**config.mk**
```make
export PLATFORM = sky130hd
export DESIGN_NAME = tick_scheduler
export DESIGN_NICKNAME = d
export VERILOG_FILES = /design/src/rtl/tick_sched_pkg.sv /design/src/rtl/tick_channel.sv /design/src/rtl/tick_scheduler.sv
export SDC_FILE = /design/constraint.sdc
export NUM_CORES = 1
export LEC_CHECK = 0
export CORE_AREA = 2 2 154 156
export CTS_CLUSTER_SIZE = 14
export DETAILED_ROUTE_END_ITERATION = 16
export DIE_AREA = 0 0 156 158
export GPL_TIMING_DRIVEN = 1
export PLACE_DENSITY = 0.59
export SYNTH_ARGS = -nofsm -noshare
export SYNTH_HDL_FRONTEND = slang
export SYNTH_SLANG_ARGS = --single-unit
```
**constraint.sdc**
```tcl
create_clock -name clk_in -period 7 [get_ports clk_in]
set_clock_uncertainty 0.2 [all_clocks]
set_input_delay 1.4 -clock clk_in [delete_from_list [all_inputs] [get_ports clk_in]]
set_output_delay 1.4 -clock clk_in [all_outputs]
set_load 0.1 [all_outputs]
```
**src/rtl/tick_sched_pkg.sv**
```systemverilog
// Shared types and elaboration helpers for the tick scheduler.
package tick_sched_pkg;

  typedef enum logic {
    IDLE,
    APPLY
  } cfg_state_t;

  function automatic int unsigned pre_div(input int unsigned clk_hz,
                                          input int unsigned base_hz);
    return clk_hz / base_hz;
  endfunction

  // Channel index carries one spare bit so out-of-range requests are visible.
  function automatic int unsigned ch_width(input int unsigned nch);
    return $clog2(nch) + 1;
  endfunction

endpackage

```
**src/rtl/tick_channel.sv**
```systemverilog
// One scheduler channel: period register, base-tick counter, pulse and square-wave outputs.
module tick_channel #(
  parameter int unsigned CNT_W = 16
) (
  input  logic             clk_in,
  input  logic             rst_n,
  input  logic             base_tick,
  input  logic             wr_en,
  input  logic [CNT_W-1:0] wr_period,
  output logic             tick_out,
  output logic             sq_out
);

  logic [CNT_W-1:0] period_q, period_d;
  logic [CNT_W-1:0] cnt_q, cnt_d;
  logic             tick_q, tick_d;
  logic             sq_q, sq_d;

  // A config write takes priority over a coincident base tick.
  always_comb begin
    period_d = period_q;
    cnt_d    = cnt_q;
    tick_d   = 1'b0;
    sq_d     = sq_q;
    if (wr_en) begin
      period_d = wr_period;
      cnt_d    = '0;
    end else if (base_tick && (period_q != '0)) begin
      if (cnt_q == period_q - 1'b1) begin
        cnt_d  = '0;
        tick_d = 1'b1;
        sq_d   = ~sq_q;
      end else begin
        cnt_d = cnt_q + 1'b1;
      end
    end
  end

  always_ff @(posedge clk_in) begin
    if (!rst_n) begin
      period_q <= '0;
      cnt_q    <= '0;
      tick_q   <= 1'b0;
      sq_q     <= 1'b0;
    end else begin
      period_q <= period_d;
      cnt_q    <= cnt_d;
      tick_q   <= tick_d;
      sq_q     <= sq_d;
    end
  end

  assign tick_out = tick_q;
  assign sq_out   = sq_q;

endmodule

```
**src/rtl/tick_scheduler.sv**
```systemverilog
// Shared timebase: prescaler to a base tick, config FSM, and NCH programmable divider channels.
module tick_scheduler
  import tick_sched_pkg::*;
#(
  parameter int unsigned CLK_HZ  = 100_000_000,
  parameter int unsigned BASE_HZ = 1_000,
  parameter int unsigned NCH     = 4,
  parameter int unsigned CNT_W   = 16
) (
  input  logic                 clk_in,
  input  logic                 rst_n,
  input  logic                 run,
  input  logic                 cfg_valid,
  output logic                 cfg_ready,
  input  logic [$clog2(NCH):0] cfg_ch,
  input  logic [CNT_W-1:0]     cfg_period,
  output logic                 cfg_err,
  output logic                 base_tick,
  output logic [NCH-1:0]       tick_out,
  output logic [NCH-1:0]       sq_out
);

  localparam int unsigned       PRE_DIV  = pre_div(CLK_HZ, BASE_HZ);
  localparam int unsigned       PRE_W    = $clog2(PRE_DIV);
  localparam int unsigned       CH_W     = ch_width(NCH);
  localparam logic [PRE_W-1:0]  PRE_LAST = PRE_W'(PRE_DIV - 1);
  localparam logic [CH_W-1:0]   NCH_IDX  = CH_W'(NCH);

  logic [PRE_W-1:0] pre_q, pre_d;
  logic             base_tick_q, base_tick_d;
  cfg_state_t       state_q, state_d;
  logic [CH_W-1:0]  cfg_ch_q, cfg_ch_d;
  logic [CNT_W-1:0] cfg_period_q, cfg_period_d;
  logic             cfg_err_q, cfg_err_d;
  logic             accept;
  logic             apply;
  logic             chan_base;
  logic [NCH-1:0]   wr_en;

  always_comb begin
    pre_d       = '0;
    base_tick_d = 1'b0;
    if (run) begin
      pre_d       = (pre_q == PRE_LAST) ? '0 : pre_q + 1'b1;
      base_tick_d = (pre_q == PRE_LAST);
    end
  end

  always_ff @(posedge clk_in) begin
    if (!rst_n) begin
      state_q <= IDLE;
    end else begin
      state_q <= state_d;
    end
  end

  always_comb begin
    state_d = state_q;
    case (state_q)
      IDLE:    if (accept) state_d = APPLY;
      APPLY:   state_d = IDLE;
      default: state_d = IDLE;
    endcase
  end

  always_comb begin
    cfg_ready = rst_n && (state_q == IDLE);
    apply     = (state_q == APPLY);
  end

  assign accept = cfg_valid && cfg_ready;

  // Error flag is registered at accept so its pulse lines up with the APPLY cycle.
  always_comb begin
    cfg_ch_d     = cfg_ch_q;
    cfg_period_d = cfg_period_q;
    cfg_err_d    = 1'b0;
    if (accept) begin
      cfg_ch_d     = cfg_ch;
      cfg_period_d = cfg_period;
      cfg_err_d    = run && (cfg_ch >= NCH_IDX);
    end
  end

  always_comb begin
    wr_en = '0;
    for (int unsigned k = 0; k < NCH; k++) begin
      wr_en[k] = apply && (cfg_ch_q == CH_W'(k));
    end
  end

  always_ff @(posedge clk_in) begin
    if (!rst_n) begin
      pre_q        <= '0;
      base_tick_q  <= 1'b0;
      cfg_ch_q     <= '0;
      cfg_period_q <= '0;
      cfg_err_q    <= 1'b0;
    end else begin
      pre_q        <= pre_d;
      base_tick_q  <= base_tick_d;
      cfg_ch_q     <= cfg_ch_d;
      cfg_period_q <= cfg_period_d;
      cfg_err_q    <= cfg_err_d;
    end
  end

  assign chan_base = base_tick_q && run;

  for (genvar k = 0; k < NCH; k++) begin : g_ch
    tick_channel #(
      .CNT_W(CNT_W)
    ) u_ch (
      .clk_in   (clk_in),
      .rst_n    (rst_n),
      .base_tick(chan_base),
      .wr_en    (wr_en[k]),
      .wr_period(cfg_period_q),
      .tick_out (tick_out[k]),
      .sq_out   (sq_out[k])
    );
  end

  assign base_tick = base_tick_q;
  assign cfg_err   = cfg_err_q;

endmodule

```
==> results.txt, run 1 <==
----------------------------------------------------
[Worst setup path]
  Delay of the slowest cell on the worst path ... about 0.45 ns
  Crit end category ... output port
  Data arrival time of the worst path ... between 2 and 3 ns
  Number of buffers and inverters on the critical path ... 4
  Data required time at the worst endpoint ... approximately 5.4 ns
  Ordered cell list for the critical path ... clkdlybuf4s50_1, buf_4, inv_2, nor2_1, buf_4
  Family with the most delay on the worst path ... buffers and inverters
  Critical path's most frequent cell ... sky130_fd_sc_hd__buf_4
  Register-to-Register Setup Slack ... about 3.5 ns
  Master of the slowest instance on the critical path ... sky130_fd_sc_hd__clkdlybuf4s50_1
  Crit-path max FO ... 29
  Setup crit start kind ... input pin
  Crit Path Category ... input pin to output port

[Route]
  Count of vias placed by the detailed router ... between 7,000 and 8,000
  Violation count after the first detailed-route iteration ... ~430
  Number of optimization iterations in the first detailed-route pass ... 5
  # DRC ... 0
  Via density per instance ... about 5.3
  Final WL ... 21,800 microns
  Final ANT Viol Nets ... 0
  WL per Instance ... about 15 microns

[STA]
  Smallest setup slack after layout ... about 2.6 ns
  Endpoints failing setup ... 0
  Post-layout minimum cycle time ... about 4.4 ns
  Setup Total Neg Slack ... 0 ns
  Ratio of final minimum period to clock period ... 0.622
  Slew at the pin closest to its max-slew limit ... ~1.2 ns
  Final hold vios ... 0
  Headroom to the max-slew limit ... 0.198
  Number of pins with negative max-slew slack in the final report ... 0
  Peak Freq ... 230 MHz
  Setup repair after global routing missed its margin ... no

[Logic synthesis]
  Synthesis warning total ... 0
  Primary flip-flop cell chosen by synthesis mapping ... sky130_fd_sc_hd__dfxtp_1
  Mapped cell area ... approximately 0.0091 sq mm
  Most area-consuming cells after synthesis ... sky130_fd_sc_hd__dfxtp_1 39%, sky130_fd_sc_hd__nand2_1 9.1%, sky130_fd_sc_hd__xnor2_1 8.3%
  Portion of synthesized cell area occupied by the leading cell type ... 0.387
  Number of library cell types mapped by synthesis ... 70
  Post-synthesis instance total ... roughly 1,100
  Sequential-to-total area share from yosys stat ... 0.387
  Number of enable flip-flop cells after synthesis ... 0
  Post-synth net total ... approximately 1,200
  Library cell occupying the most area in the post-synthesis netlist ... sky130_fd_sc_hd__dfxtp_1
  Synthesized area per cell ... 7.98 sq um
  Number of storage elements in the synthesis netlist ... about 180
  Post-synthesis async set-or-reset flop share ... 0

[Floorplanning]
  Total die area ... between 0.02 and 0.025 sq mm
  Core area ... about 0.023 sq mm
  I/O pin cnt ... 34
  Chip height ... around 160 microns
  Floorplan die width ... 156 microns
  Starting Density ... 0.393
  Standard-cell row count ... 56

[Pwr]
  Static Leak ... ~0.0035 uW
  Power density of the placed cells ... 208 mW/mm^2
  Share of total power in combinational logic ... 0.054
  Share of power burned in registers ... 0.490
  Switching fraction of total power ... 0.259
  Largest vdd supply drop ... between 150 and 200 uV
  Total internal power ... 1560 uW
  Clock network power share ... 0.457
  Net switching power of the design ... ~550 uW

[Global route]
  Antenna violations before repair ... 0
  First-pass GRT wire length ... 36,400 microns
  Maximum number of pins on one net before global-route repair ... 70
  Via count of the first global-routing pass ... about 7,000
  Grt ovf ... 0
  All-layer global routing usage ... 0.183

[Run status]
  Run status ... complete, no violations

[Clock network]
  Bufs on Longest Clock Path ... 2
  # hold bufs at CTS ... 0
  Clock buffer count from CTS ... 17
  Clock root buffer ... sky130_fd_sc_hd__clkbuf_16
  Clock tree from TritonCTS ... built
  Count of H-tree levels built during CTS ... 4
  Post-CTS clock slew at the launch and capture registers of the worst setup and hold paths ... about 0.070 ns
  Number of gates resized after cts ... 0
  Worst-Skew Late Latency ... between 0.4 and 0.5 ns
  # Post-CTS Setup Buffers ... 0
  Sink count of the clock tree ... 175

[Layout]
  Number of inserted diodes ... 0
  Number of nets in the layout ... roughly 1,200
  Commonest cells after routing, fill and taps aside ... 219 x sky130_fd_sc_hd__nand2_1, 175 x sky130_fd_sc_hd__dfxtp_1, 86 x sky130_fd_sc_hd__xnor2_1
  Commonest non-fill, non-tap cell in the layout ... sky130_fd_sc_hd__nand2_1
  Layout overhead on the synthesized area ... 11.8%
  Layout cells sized above 1 ... 0.0618
  Summed area of non-filler cells in the final layout ... 0.0101 sq mm
  Number of non-filler instances in the completed layout ... about 1,400

[Flow run]
  Number of max-capacitance violations reported ... 0

[Placement]
  Count of placed standard cells including taps ... between 1,000 and 1,500
  Routability-driven placement congestion ratio ... 0.827
  Instance area at placement ... roughly 0.0095 sq mm
  Buffers added on ports ... 33
  Post-detailed-placement half-perimeter wirelength ... 15,200 microns
  Post-placement setup slack ... 2.39 ns

[Worst hold path]
  Worst min-delay path category ... register to register

----------------------------------------------------
-- metal layers --
layer | global-route usage | routed length, microns
met1 | 0.253 | 10600
met2 | 0.296 | 10100
met3 | 0.0304 | 918
met4 | 0.0520 | 235
met5 | 0 | 0
-- cells by family (layout without fill, tap and decap cells) --
logic type      after synthesis  in the layout  share of synthesized area
simple gates                554            554                      0.301
mux                           8              8                    0.00911
flops                       175            175                      0.387
buf+inv                      81             93                     0.0389
fa+ha+maj                     9              9                     0.0124
compound gates              157            157                      0.105
xor+xnor                    152            152                      0.147
-- state kept, by name, indices dropped and copies added (netlist names) --
signal	count
base_tick	1
g_ch.u_ch.period_q	64
cfg_period_q	16
pre_q	17
g_ch.u_ch.cnt_q	64
apply	1
cfg_err	1
cfg_ch_q	3
g_ch.u_ch.sq_out	4
g_ch.u_ch.tick_out	4
-- per-stage QoR --
stage / util / power, uW / hold WS [ns]
final: 0.439 / 2110 / 0.288
after global routing: 0.439 / 2190 / 0.309
after CTS: 0.439 / 2130 / 0.293
after detailed placement: 0.414 / 1170 / 0.278
after global placement: 0.414 / 1170 / 0.268
after floorplan: - / 1120 / 0.238
-- power groups by stage --
stage / clock network, uW / logic, uW / registers, uW
4_1_cts: 991 / 113 / 1030
5_1_grt: 1030 / 126 / 1030
3_5_place_dp: 0 / 112 / 1050
6_report: 962 / 113 / 1030
3_3_place_gp: 0 / 112 / 1050
2_1_floorplan: 0 / 82.4 / 1040
-- worst paths after layout --
kind,from,to,depth (start not counted)
min reg2reg,g_ch[0].u_ch.sq_out,g_ch[0].u_ch.sq_out,2
max reg2reg,g_ch[0].u_ch.period_q[2],g_ch[0].u_ch.cnt_q[15],7
max,rst_n,cfg_ready,5
min,g_ch[0].u_ch.sq_out,g_ch[0].u_ch.sq_out,2
-- cell type report --
class	instances	area (sq um)
clock buffers	17	425
inverters	21	78.8
well taps	290	363
multi-input cells	880	5210
flip-flops and latches	175	3500
repair buffers	40	380
fillers	2324	12900
clock inverters	15	166
-- worst min-delay path: cells and delay by family, from the launching register on --
family / cells / cell delay [ns]
flops: 1 / 0.33
compound gates: 2 / 0.12
-- cell usage after synthesis, types with 3 or more instances --
master / number
sky130_fd_sc_hd__nand2_1: 219
sky130_fd_sc_hd__dfxtp_1: 175
sky130_fd_sc_hd__xnor2_1: 86
sky130_fd_sc_hd__a21oi_1: 81
sky130_fd_sc_hd__nor2_1: 78
sky130_fd_sc_hd__xor2_1: 66
sky130_fd_sc_hd__nor3_1: 63
sky130_fd_sc_hd__clkbuf_1: 49
sky130_fd_sc_hd__nand3_1: 38
sky130_fd_sc_hd__nand4_1: 33
sky130_fd_sc_hd__o21ai_0: 27
sky130_fd_sc_hd__and3_1: 23
sky130_fd_sc_hd__inv_1: 20
sky130_fd_sc_hd__nor4_1: 18
sky130_fd_sc_hd__nor2_2: 10
sky130_fd_sc_hd__or3_1: 10
sky130_fd_sc_hd__ha_1: 9
sky130_fd_sc_hd__buf_4: 8
sky130_fd_sc_hd__nor2b_1: 8
sky130_fd_sc_hd__o31ai_1: 8
sky130_fd_sc_hd__or4_1: 7
sky130_fd_sc_hd__and4_1: 6
sky130_fd_sc_hd__mux2i_1: 6
sky130_fd_sc_hd__nand2b_1: 6
sky130_fd_sc_hd__a211o_1: 5
sky130_fd_sc_hd__and2_1: 5
sky130_fd_sc_hd__nor3b_1: 5
sky130_fd_sc_hd__o211ai_1: 5
sky130_fd_sc_hd__a31oi_1: 4
sky130_fd_sc_hd__a31o_2: 3
sky130_fd_sc_hd__nand3b_1: 3
sky130_fd_sc_hd__nand4b_1: 3
sky130_fd_sc_hd__nor4b_1: 3
sky130_fd_sc_hd__o2111ai_1: 3
Power figures use the tool's default switching activity.
==> run 2: changes to the inputs <==
Clock period 7 ns to 4.4 ns, I/O delays scaled along.
==> results.txt, run 2 (synthesis results as in run 1) <==
----------------------------------------------------
[Clock network]
  Number of gates resized after cts ... 0 (unchanged)
  Post-CTS clock slew at the launch and capture registers of the worst setup and hold paths ... 0.07 ns (about the same)
  Sink count of the clock tree ... 175 (unchanged)
  Clock root buffer ... sky130_fd_sc_hd__clkbuf_16
  Bufs on Longest Clock Path ... 2 (unchanged)
  Clock tree from TritonCTS ... built
  Worst-Skew Late Latency ... 0.43 ns (about the same)
  # Post-CTS Setup Buffers ... 0 (unchanged)
  Count of H-tree levels built during CTS ... 4 (unchanged)
  Clock buffer count from CTS ... 17 (unchanged)
  # hold bufs at CTS ... 0 (unchanged)

[STA]
  Final hold vios ... 0 (unchanged)
  Number of pins with negative max-slew slack in the final report ... 0 (unchanged)
  Slew at the pin closest to its max-slew limit ... 1.06 ns (-0.145 ns)
  Peak Freq ... slightly above 300 MHz
  Ratio of final minimum period to clock period ... 0.751
  Setup repair after global routing missed its margin ... no
  Post-layout minimum cycle time ... between 3 and 4 ns
  Endpoints failing setup ... 0 (unchanged)
  Headroom to the max-slew limit ... 0.292 (+0.0942)
  Setup Total Neg Slack ... 0 ns (unchanged)

[Layout]
  Layout cells sized above 1 ... 0.0635 (+0.00163)
  Layout overhead on the synthesized area ... 11.9%
  Number of nets in the layout ... 1,169 (+0.17%)
  Number of inserted diodes ... 0 (unchanged)
  Number of non-filler instances in the completed layout ... 1,440 (+0.14%)
  Commonest cells after routing, fill and taps aside ... 219 x sky130_fd_sc_hd__nand2_1, 175 x sky130_fd_sc_hd__dfxtp_1, 86 x sky130_fd_sc_hd__xnor2_1
  Commonest non-fill, non-tap cell in the layout ... sky130_fd_sc_hd__nand2_1
  Registers with the most flip-flops ... g_ch.u_ch.cnt_q (64), g_ch.u_ch.period_q (64), pre_q (17)
  Count of filler cells inserted in the layout ... 2,275 (-2.1%)

[Route]
  WL per Instance ... 15.0 microns (-1.1%)
  Via density per instance ... 5.32 (+0.11%)
  Final ANT Viol Nets ... 0 (unchanged)
  Final WL ... 21,600 microns (-0.93%)
  Number of optimization iterations in the first detailed-route pass ... 4 (-1)
  Violation count after the first detailed-route iteration ... 430 (+0.23%)
  Count of vias placed by the detailed router ... 7,665 (+0.25%)
  # DRC ... 0 (unchanged)

[Global route]
  Antenna violations before repair ... 0 (unchanged)
  Grt ovf ... 0 (unchanged)
  All-layer global routing usage ... 0.181 (-0.00219)
  Via count of the first global-routing pass ... 7,256 (+1.4%)
  Maximum number of pins on one net before global-route repair ... 70 (unchanged)
  First-pass GRT wire length ... 36,100 microns (-0.95%)

[Placement]
  Post-detailed-placement half-perimeter wirelength ... 15,100 microns (-0.80%)
  Routability-driven placement congestion ratio ... 0.839 (+1.5%)
  Count of placed standard cells including taps ... 1,408 (+0.14%)
  Buffers added on ports ... 33 (unchanged)

[Floorplanning]
  Standard-cell row count ... 56 (unchanged)
  Total die area ... 0.0246 sq mm (unchanged)
  Floorplan die width ... 156 microns (unchanged)
  I/O pin cnt ... 34 (unchanged)
  Chip height ... 158 microns (unchanged)
  Starting Density ... 0.393 (unchanged)
  Core area ... 0.0231 sq mm (unchanged)

[Worst setup path]
  Number of buffers and inverters on the critical path ... 1 (-3)
  Crit end category ... register
  Master of the slowest instance on the critical path ... sky130_fd_sc_hd__clkdlybuf4s50_1
  Setup crit start kind ... input pin
  Data required time at the worst endpoint ... 4.52 ns (-0.88 ns)
  Crit-path max FO ... 16 (-45%)
  Ordered cell list for the critical path ... clkdlybuf4s50_1, and2_1, nand3_1, a2111oi_4, o2111ai_1, or4b_4, nand3_4, nor2_1
  Data arrival time of the worst path ... 3.42 ns (+0.67 ns)
  Register-to-Register Setup Slack ... 1.12 ns (-2.38 ns)
  Crit Path Category ... input pin to register
  Delay of the slowest cell on the worst path ... 0.57 ns (+0.12 ns)
  Family with the most delay on the worst path ... simple AND/OR/NAND/NOR gates

[Worst hold path]
  Worst min-delay path category ... register to register

[Flow run]
  Number of max-capacitance violations reported ... 0 (unchanged)

[Run status]
  Run status ... complete, no violations

[Pwr]
  Static Leak ... 0.00346 uW (+0.29%)
  Largest vdd supply drop ... 277 uV (+66%)
  Power density of the placed cells ... 327 mW/mm^2 (+57%)

----------------------------------------------------
-- run 2: changes by cell type in the layout (fill, tap and decap cells not counted), sizes merged --
cell,change
buf,+2
bufinv,-1
clkbuf,+1
clkinv,-1
inv,+1
-- run 2: worst paths after layout --
kind                             start                        end  depth (start not counted)
max reg2reg   g_ch[2].u_ch.period_q[2]      g_ch[2].u_ch.cnt_q[1]                          7
min          g_ch[3].u_ch.period_q[12]  g_ch[3].u_ch.period_q[12]                          2
max                                run      g_ch[2].u_ch.cnt_q[1]                          8
min reg2reg  g_ch[3].u_ch.period_q[12]  g_ch[3].u_ch.period_q[12]                          2
-- run 2: per-layer routing --
metal,share of wire,vias up,GRT usage,routed length (microns)
met5,0,-,0,0
met4,0.012,0,0.0441,253
met3,0.037,22,0.0307,794
met2,0.46,121,0.305,10000
met1,0.49,3605,0.243,10500
li1,-,3917,-,-
-- run 2: report_power, final --
part	switching [uW]	leakage (uW)	total, uW	internal [uW]
clock network	722	0.000284	1490	771
logic	109	0.00177	181	72.5
registers	37.8	0.00141	1640	1600
-- run 2: final cells by class --
type | count | area, sq um | share of cell area
repair buffers | 42 | 408 | 0.0402
inverters | 21 | 78.8 | 0.00778
flip-flops and latches | 175 | 3500 | 0.346
clock inverters | 14 | 136 | 0.0135
multi-input cells | 880 | 5210 | 0.514
well taps | 290 | 363 | 0.0358
clock buffers | 18 | 439 | 0.0433
-- run 2: tightest hold or removal path, stage by stage, from the launching register on --
cell and delay, ns:
sky130_fd_sc_hd__dfxtp_1 0.33, sky130_fd_sc_hd__nand2_1 0.06, sky130_fd_sc_hd__a21oi_1 0.05
-- run 2: metrics by stage --
| stage | power [uW] | setup WS, ns | utilization | area (sq um) | hold WS [ns] |
|---|---|---|---|---|---|
| 2_1_floorplan | 1790 | 0.880 | - | 9060 | 0.238 |
| 3_3_place_gp | 1860 | 0.727 | 0.415 | 9560 | 0.265 |
| 3_5_place_dp | 1860 | 0.656 | 0.415 | 9560 | 0.274 |
| 4_1_cts | 3350 | 1.11 | 0.440 | 10100 | 0.282 |
| 5_1_grt | 3440 | 0.921 | 0.440 | 10100 | 0.296 |
| 6_report | 3310 | 1.10 | 0.440 | 10100 | 0.278 |
